--- src/rtl/disposition_request_queue.sv ---
// Request FIFO between Disposition and the single-port shared memory: up to three
// requests in per cycle (rd1, rd2, wr), one out per cycle. Option: DISPOSITION_QUEUE_BYPASS_EN.
module disposition_request_queue #(
  parameter int DEPTH  = 8,
  parameter int ADDR_W = 16,
  parameter int DATA_W = 64,
  parameter int ID_W   = 8
) (
  input  logic                       clk,
  input  logic                       rst,
  input  logic                       rd1_valid,
  input  logic [ADDR_W-1:0]          rd1_addr,
  input  logic [ID_W-1:0]            rd1_id,
  input  logic                       rd2_valid,
  input  logic [ADDR_W-1:0]          rd2_addr,
  input  logic [ID_W-1:0]            rd2_id,
  input  logic                       wr_valid,
  input  logic [ADDR_W-1:0]          wr_addr,
  input  logic [DATA_W-1:0]          wr_data,
  output logic                       stall,
  output logic                       mem_valid,
  input  logic                       mem_ready,
  output logic                       mem_we,
  output logic [ADDR_W-1:0]          mem_addr,
  output logic [DATA_W-1:0]          mem_data,
  output logic [ID_W-1:0]            mem_id,
  output logic [1:0]                 mem_src,
  output logic [$clog2(DEPTH):0]     count,
  output logic                       overflow_err
);
  localparam int PW = $clog2(DEPTH);
  localparam int CW = PW + 1;

  typedef struct packed {
    logic              we;
    logic [1:0]        src;
    logic [ADDR_W-1:0] addr;
    logic [DATA_W-1:0] data;
    logic [ID_W-1:0]   id;
  } entry_t;

  entry_t          r_mem [DEPTH];
  logic [PW-1:0]   r_wr_ptr;
  logic [PW-1:0]   r_rd_ptr;
  logic [CW-1:0]   r_count;
  logic            r_overflow;

  entry_t          w_rd1_e, w_rd2_e, w_wr_e, w_single_e, w_head, w_out;
  logic [1:0]      w_n_in;
  logic [CW-1:0]   w_free;
  logic            w_fits, w_acc, w_head_valid, w_deq, w_bypass;
  logic [1:0]      w_acc_n;
  logic [PW-1:0]   w_rd2_off, w_wr_off;

  assign w_rd1_e = '{we: 1'b0, src: 2'd0, addr: rd1_addr, data: '0, id: rd1_id};
  assign w_rd2_e = '{we: 1'b0, src: 2'd1, addr: rd2_addr, data: '0, id: rd2_id};
  assign w_wr_e  = '{we: 1'b1, src: 2'd2, addr: wr_addr, data: wr_data, id: '0};

  assign w_n_in       = 2'(rd1_valid) + 2'(rd2_valid) + 2'(wr_valid);
  assign w_free       = CW'(DEPTH) - r_count;
  // Room is judged on the registered count only; a same-cycle dequeue earns no credit.
  assign w_fits       = {{(CW-2){1'b0}}, w_n_in} <= w_free;
  assign w_head_valid = (r_count != '0);
  assign w_deq        = w_head_valid && mem_ready;

`ifdef DISPOSITION_QUEUE_BYPASS_EN
  assign w_bypass = !rst && !w_head_valid && (w_n_in == 2'd1) && mem_ready;
`else
  assign w_bypass = 1'b0;
`endif

  assign w_acc   = w_fits && !w_bypass && (w_n_in != 2'd0);
  assign w_acc_n = w_acc ? w_n_in : 2'd0;

  // Fixed slot order rd1, rd2, wr: each slot skips over absent predecessors.
  assign w_rd2_off = PW'(rd1_valid);
  assign w_wr_off  = PW'(rd1_valid) + PW'(rd2_valid);

  always_ff @(posedge clk) begin
    if (!rst && w_acc) begin
      if (rd1_valid) r_mem[r_wr_ptr]             <= w_rd1_e;
      if (rd2_valid) r_mem[r_wr_ptr + w_rd2_off] <= w_rd2_e;
      if (wr_valid)  r_mem[r_wr_ptr + w_wr_off]  <= w_wr_e;
    end
  end

  always_ff @(posedge clk) begin
    if (rst) begin
      r_wr_ptr   <= '0;
      r_rd_ptr   <= '0;
      r_count    <= '0;
      r_overflow <= 1'b0;
    end else begin
      r_wr_ptr <= r_wr_ptr + PW'(w_acc_n);
      r_rd_ptr <= r_rd_ptr + PW'(w_deq);
      r_count  <= r_count + CW'(w_acc_n) - CW'(w_deq);
      if (!w_fits && !w_bypass) r_overflow <= 1'b1;
    end
  end

  assign w_single_e = rd1_valid ? w_rd1_e : (rd2_valid ? w_rd2_e : w_wr_e);
  assign w_head     = r_mem[r_rd_ptr];
  // Head fields read as zero while empty so idle outputs match the reset state.
  assign w_out      = w_bypass ? w_single_e : (w_head_valid ? w_head : '0);

  assign mem_valid    = w_head_valid || w_bypass;
  assign mem_we       = w_out.we;
  assign mem_src      = w_out.src;
  assign mem_addr     = w_out.addr;
  assign mem_data     = w_out.data;
  assign mem_id       = w_out.id;
  assign count        = r_count;
  assign stall        = (w_free < CW'(3));
  assign overflow_err = r_overflow;
endmodule

--- config.mk ---
export PLATFORM = sky130hd
export DESIGN_NAME = disposition_request_queue
export DESIGN_NICKNAME = d
export VERILOG_FILES = /design/src/rtl/disposition_request_queue.sv
export SDC_FILE = /design/constraint.sdc
export NUM_CORES = 1
export LEC_CHECK = 0
export BUFFER_PORTS_ARGS = -buffer_cell sky130_fd_sc_hd__buf_2
export CAP_MARGIN = 5
export CELL_PAD_IN_SITES_DETAIL_PLACEMENT = 1
export CELL_PAD_IN_SITES_GLOBAL_PLACEMENT = 2
export CORE_UTILIZATION = 39
export DETAILED_ROUTE_END_ITERATION = 7
export HOLD_SLACK_MARGIN = 0.05
export PLACE_DENSITY_LB_ADDON = 0.1
export SKIP_CTS_REPAIR_TIMING = 1
export SYNTH_ARGS = -nofsm -noshare
export SYNTH_HDL_FRONTEND = slang
export SYNTH_SLANG_ARGS = --single-unit
--- constraint.sdc ---
create_clock -name clk -period 6.67 [get_ports clk]
set_input_delay 1.0005 -clock clk [delete_from_list [all_inputs] [get_ports clk]]
set_output_delay 1.0005 -clock clk [all_outputs]
set_load 0.01 [all_outputs]
# Word-level counts from Yosys, hierarchy flattened
# Memory sizes are Yosys's and may differ from the RTL's. A register that Yosys moved wholly into a read port is not among the register bits.
# Index checks and enable logic that the tools add are counted.
# totals
register_bits	11
latchBits	0
ramBits	728
romBits	0
input_bits	134
out_inout_bits	98
word_cells	35
mem_count	1
# classes
add_sub_neg	10
multipliers	0
div	0
n_lt_le_gt_ge	2
eq_ne	0
n_shift	0
muxes	12
bitwise	0
reduce_logical	6
# memory_table
memory	words	word_bits	read_ports	rd_ports_with_merged_regs	write_ports	line	rtl
r_mem	8	91	1	1	3	42	entry_t r_mem [DEPTH];
# op_table
cell	n
91-bit two-way mux	1
1-bit two-way mux	9
3-bit by 1-bit adder with 3-bit output	2
3-bit by 2-bit adder with 3-bit output	2
1-bit by 1-bit adder with 2-bit output	2
4-bit by 2-bit adder with 4-bit output	1
2-bit by 4-bit less-or-equal comparator with 1-bit output	1
4-bit by 2-bit < comparator with 1-bit output, second input constant	1
4-bit nonzero test	1
4-bit by 1-bit subtractor with 4-bit output	1
4-bit subtractor, first input constant	1
1-bit logical AND	3
3-bit two-way mux	1
2-bit by 1-bit adder with 2-bit output	1
2-bit two-way mux	1
2-bit nonzero test	1
1-bit zero test	1

# Depth between registers and ports, before layout
# depth
word_depth	7
depth_mapped	19

# Worst setup path after synthesis
# Ideal clock, no wire load.
# synth_path
path_type	input port to flip-flop
start	input port rd1_valid
end	memory r_mem[2][10] in the netlist's numbering (enable)
setup_ns	0.540
t_arrival_ns	6.737
path_slack_ns	-0.607
path_stages	9
path_cell_list	inv_1 -> fa_1 -> inv_1 -> ha_1 -> nor2b_1 -> o21ai_1 -> o31ai_1 -> clkbuf_1 -> o211ai_1
# synth_lines
element	line	rtl
from (decl)	11	input logic rd1_valid,
to (decl)	42	

==> impl_metrics.csv <==
group,metric,value,unit
route,viasPerCell,6.04,
setup_path,crit_type,"register to primary output",
synthesis,synth_cells,2788,
timing,max_slew.worst_pin.slew,1.22,ns
setup_path,critPathCaptureType,"primary output",
synthesis,syn_nets,2942,
route,routedWlPerCell,29.3,um
floorplanning,rows,111,
synthesis,yosysTopAreaCell,"edfxtp_1",
timing,worst_clock_skew,0.0292,ns
run_status,status,"complete, no violations",
synthesis,ys_seq_elements,731,
cts,clkTransAtPathRegs,0.06,ns
finish,area_growth,15.1,%
timing,finalHoldViolCount,0,
placed_design,dp.cells,4018,
global_routing,grt_usage,0.260,
route,routed_wl,122,mm
synthesis,ys_warn_count,0,
synthesis,syn_area,0.0361,mm^2
floorplanning,dieHeight,306,um
setup_path,start_kind,"register",
synthesis,ys_top_cells_by_count,"640 x edfxtp_1, 531 x and2_1, 200 x o21ai_0",
finish,fin_cells,4181,
synthesis,synth_flop_cell,"edfxtp_1",
synthesis,synth_area_per_cell,13.0,um^2
synthesis,synthArstFlopShare,0,
timing,drv_slew,0,
finish,nNetsFinal,3074,
finish,fin_util,0.453,
floorplanning,dieArea,0.0938,mm^2
cts,clock_sinks,731,
setup_path,reg2reg_slack,2.49,ns
setup_path,arrival,3.41,ns
hold_path,hold_path.class,"register to register",
timing,rsz0062_at_grt,"no",
timing,period_needed,4.41,ns
timing,setup_ws,2.26,ns
setup_path,required,5.67,ns
placed_design,dp_hpwl,67.4,mm
global_routing,grt_pass1_wl,180,mm
global_routing,antenna_found_initial,13,
route,drc_errors,0,
pwr,ir_drop,0.429,mV
synthesis,synth-edff-count,640,
global_routing,grt_pass1_vias,27200,
setup_path,cp_max_fo,58,
timing,maxSlewHeadroom,0.184,
timing,setup-violations-final,0,
route,vias,25200,
floorplanning,ioPinCount,232,
cts,cts_htree_levels,3,
placed_design,placed_cell_area,0.0387,mm^2
synthesis,synth.distinct_cells,55,
timing,fin_crit_sh,0.661,
finish,fin_area,0.0416,mm^2
synthesis,synth_seq_area_share,0.582,
cts,clock_latency,0.68,ns
pwr,power_density,417,mW/mm^2
floorplanning,die_w,306,um
cts,clock-root-buffer,"clkbuf_16",
timing,fmax,227,MHz
cts,tritoncts,"done",
global_routing,grt_start_max_net_pins,87,
finish,drive_above_1_share,0.217,
synthesis,yosysMostFrequentCell,"edfxtp_1",
route,postRouteAntennaNets,0,
cts,cts.path.max_buffers,3,
placed_design,port_buffers,231,
route,drt_pass1_iterations,5,
route,drt_iter0_markers,1916,
placed_design,gp_congestion,0.798,
placed_design,pre_cts_slack,1.73,ns
floorplanning,core_area,0.0917,mm^2
synthesis,yosysTopAreaCellShare,0.532,
synthesis,yosys-top-cells-area,"edfxtp_1 53%, mux4_2 11%, and2_1 9.2%, dfxtp_1 5.0%, mux2i_1 2.8%",
cts,cts_buffers,86,
job,max_cap_violations,0,
pwr,power.leakage,14.1,nW
floorplanning,initial_core_util,0.394,
global_routing,grt_overflow,0,
==> final timing paths <==
path / startpoint / endpoint / cells past startpoint
worst min-delay path: r_mem[6][89] / r_mem[6][89] / 2
worst min register to register: r_mem[6][89] / r_mem[6][89] / 2
worst max register to register: count[0] / r_mem[2][32] / 8
worst max-delay path: r_rd_ptr[0] / mem_data[59] / 5
==> routing by layer <==
layer,vias up,GRT usage,wire length (um)
met5,-,0,37
met3,191,0.0400,7250
met2,855,0.447,61200
li1,10900,-,-
met1,13300,0.338,51100
met4,6,0.0749,2850
==> layout by cell type (no fill, tap or decap), types with 19 or more instances in the layout <==
| master | instances |
|---|---|
| a21oi_1 | 61 |
| a221oi_1 | 64 |
| a31oi_1 | 64 |
| a32oi_1 | 64 |
| and2_1 | 530 |
| buf_2 | 231 |
| buf_4 | 59 |
| clkbuf_16 | 87 |
| dfxtp_1 | 88 |
| edfxtp_1 | 640 |
| inv_1 | 19 |
| mux2i_1 | 102 |
| mux4_2 | 180 |
| nand2_1 | 98 |
| nor2_1 | 188 |
| nor3_1 | 65 |
| nor4_1 | 53 |
| o21ai_0 | 200 |
==> flip-flops by register name (all words and copies together) (netlist names) <==
| name | flops |
|---|---|
| r_wr_ptr | 3 |
| r_mem | 720 |
| overflow_err | 1 |
| r_rd_ptr | 3 |
| count | 4 |
==> critical path, cell delays in order, from the launching register on <==
cell and delay, ns:
dfxtp_4 0.85, buf_12 0.49, mux4_2 0.59, mux2i_1 0.44, nor2_1 0.09, buf_2 0.17
==> cell families after synthesis <==
logic type	count (synthesis)	share of synthesized area
AO/OA/AOI/OAI	488	0.0870
AND/OR/NAND/NOR	978	0.149
buffers and inverters	282	0.0320
XOR/XNOR	7	0.00170
multiplexers	282	0.140
flip-flops	731	0.582
adder cells (fa/ha/maj)	20	0.00776
==> stage by stage <==
stage | TNS, ns | hold slack (ns) | total power, W
4_1_cts | 0 | 0.467 | 0.0176
2_1_floorplan | -78.97 | 0.440 | 0.0103
5_1_grt | 0 | 0.485 | 0.0181
3_5_place_dp | 0 | 0.457 | 0.0127
3_3_place_gp | 0 | 0.451 | 0.0126
6_report | 0 | 0.466 | 0.0174
==> cell type report <==
| class | instances | area, um^2 |
|---|---|---|
| diodes | 5 | 12.5 |
| clock buffers | 107 | 2270 |
| clock inverters | 51 | 582 |
| fillers | 9297 | 50100 |
| inverters | 22 | 95.1 |
| multi-input cells | 1775 | 14200 |
| flip-flops and latches | 731 | 21100 |
| well taps | 1186 | 1480 |
| repair buffers | 304 | 1880 |
==> power by group <==
part | total (W) | internal, W | switching (W) | leakage, nW
clock | 0.00479 | 0.00279 | 0.00200 | 1.39
combinational | 0.00618 | 0.00216 | 0.00402 | 5.79
sequential | 0.00639 | 0.00601 | 0.000373 | 6.92
(Power assumes the default switching activity.)
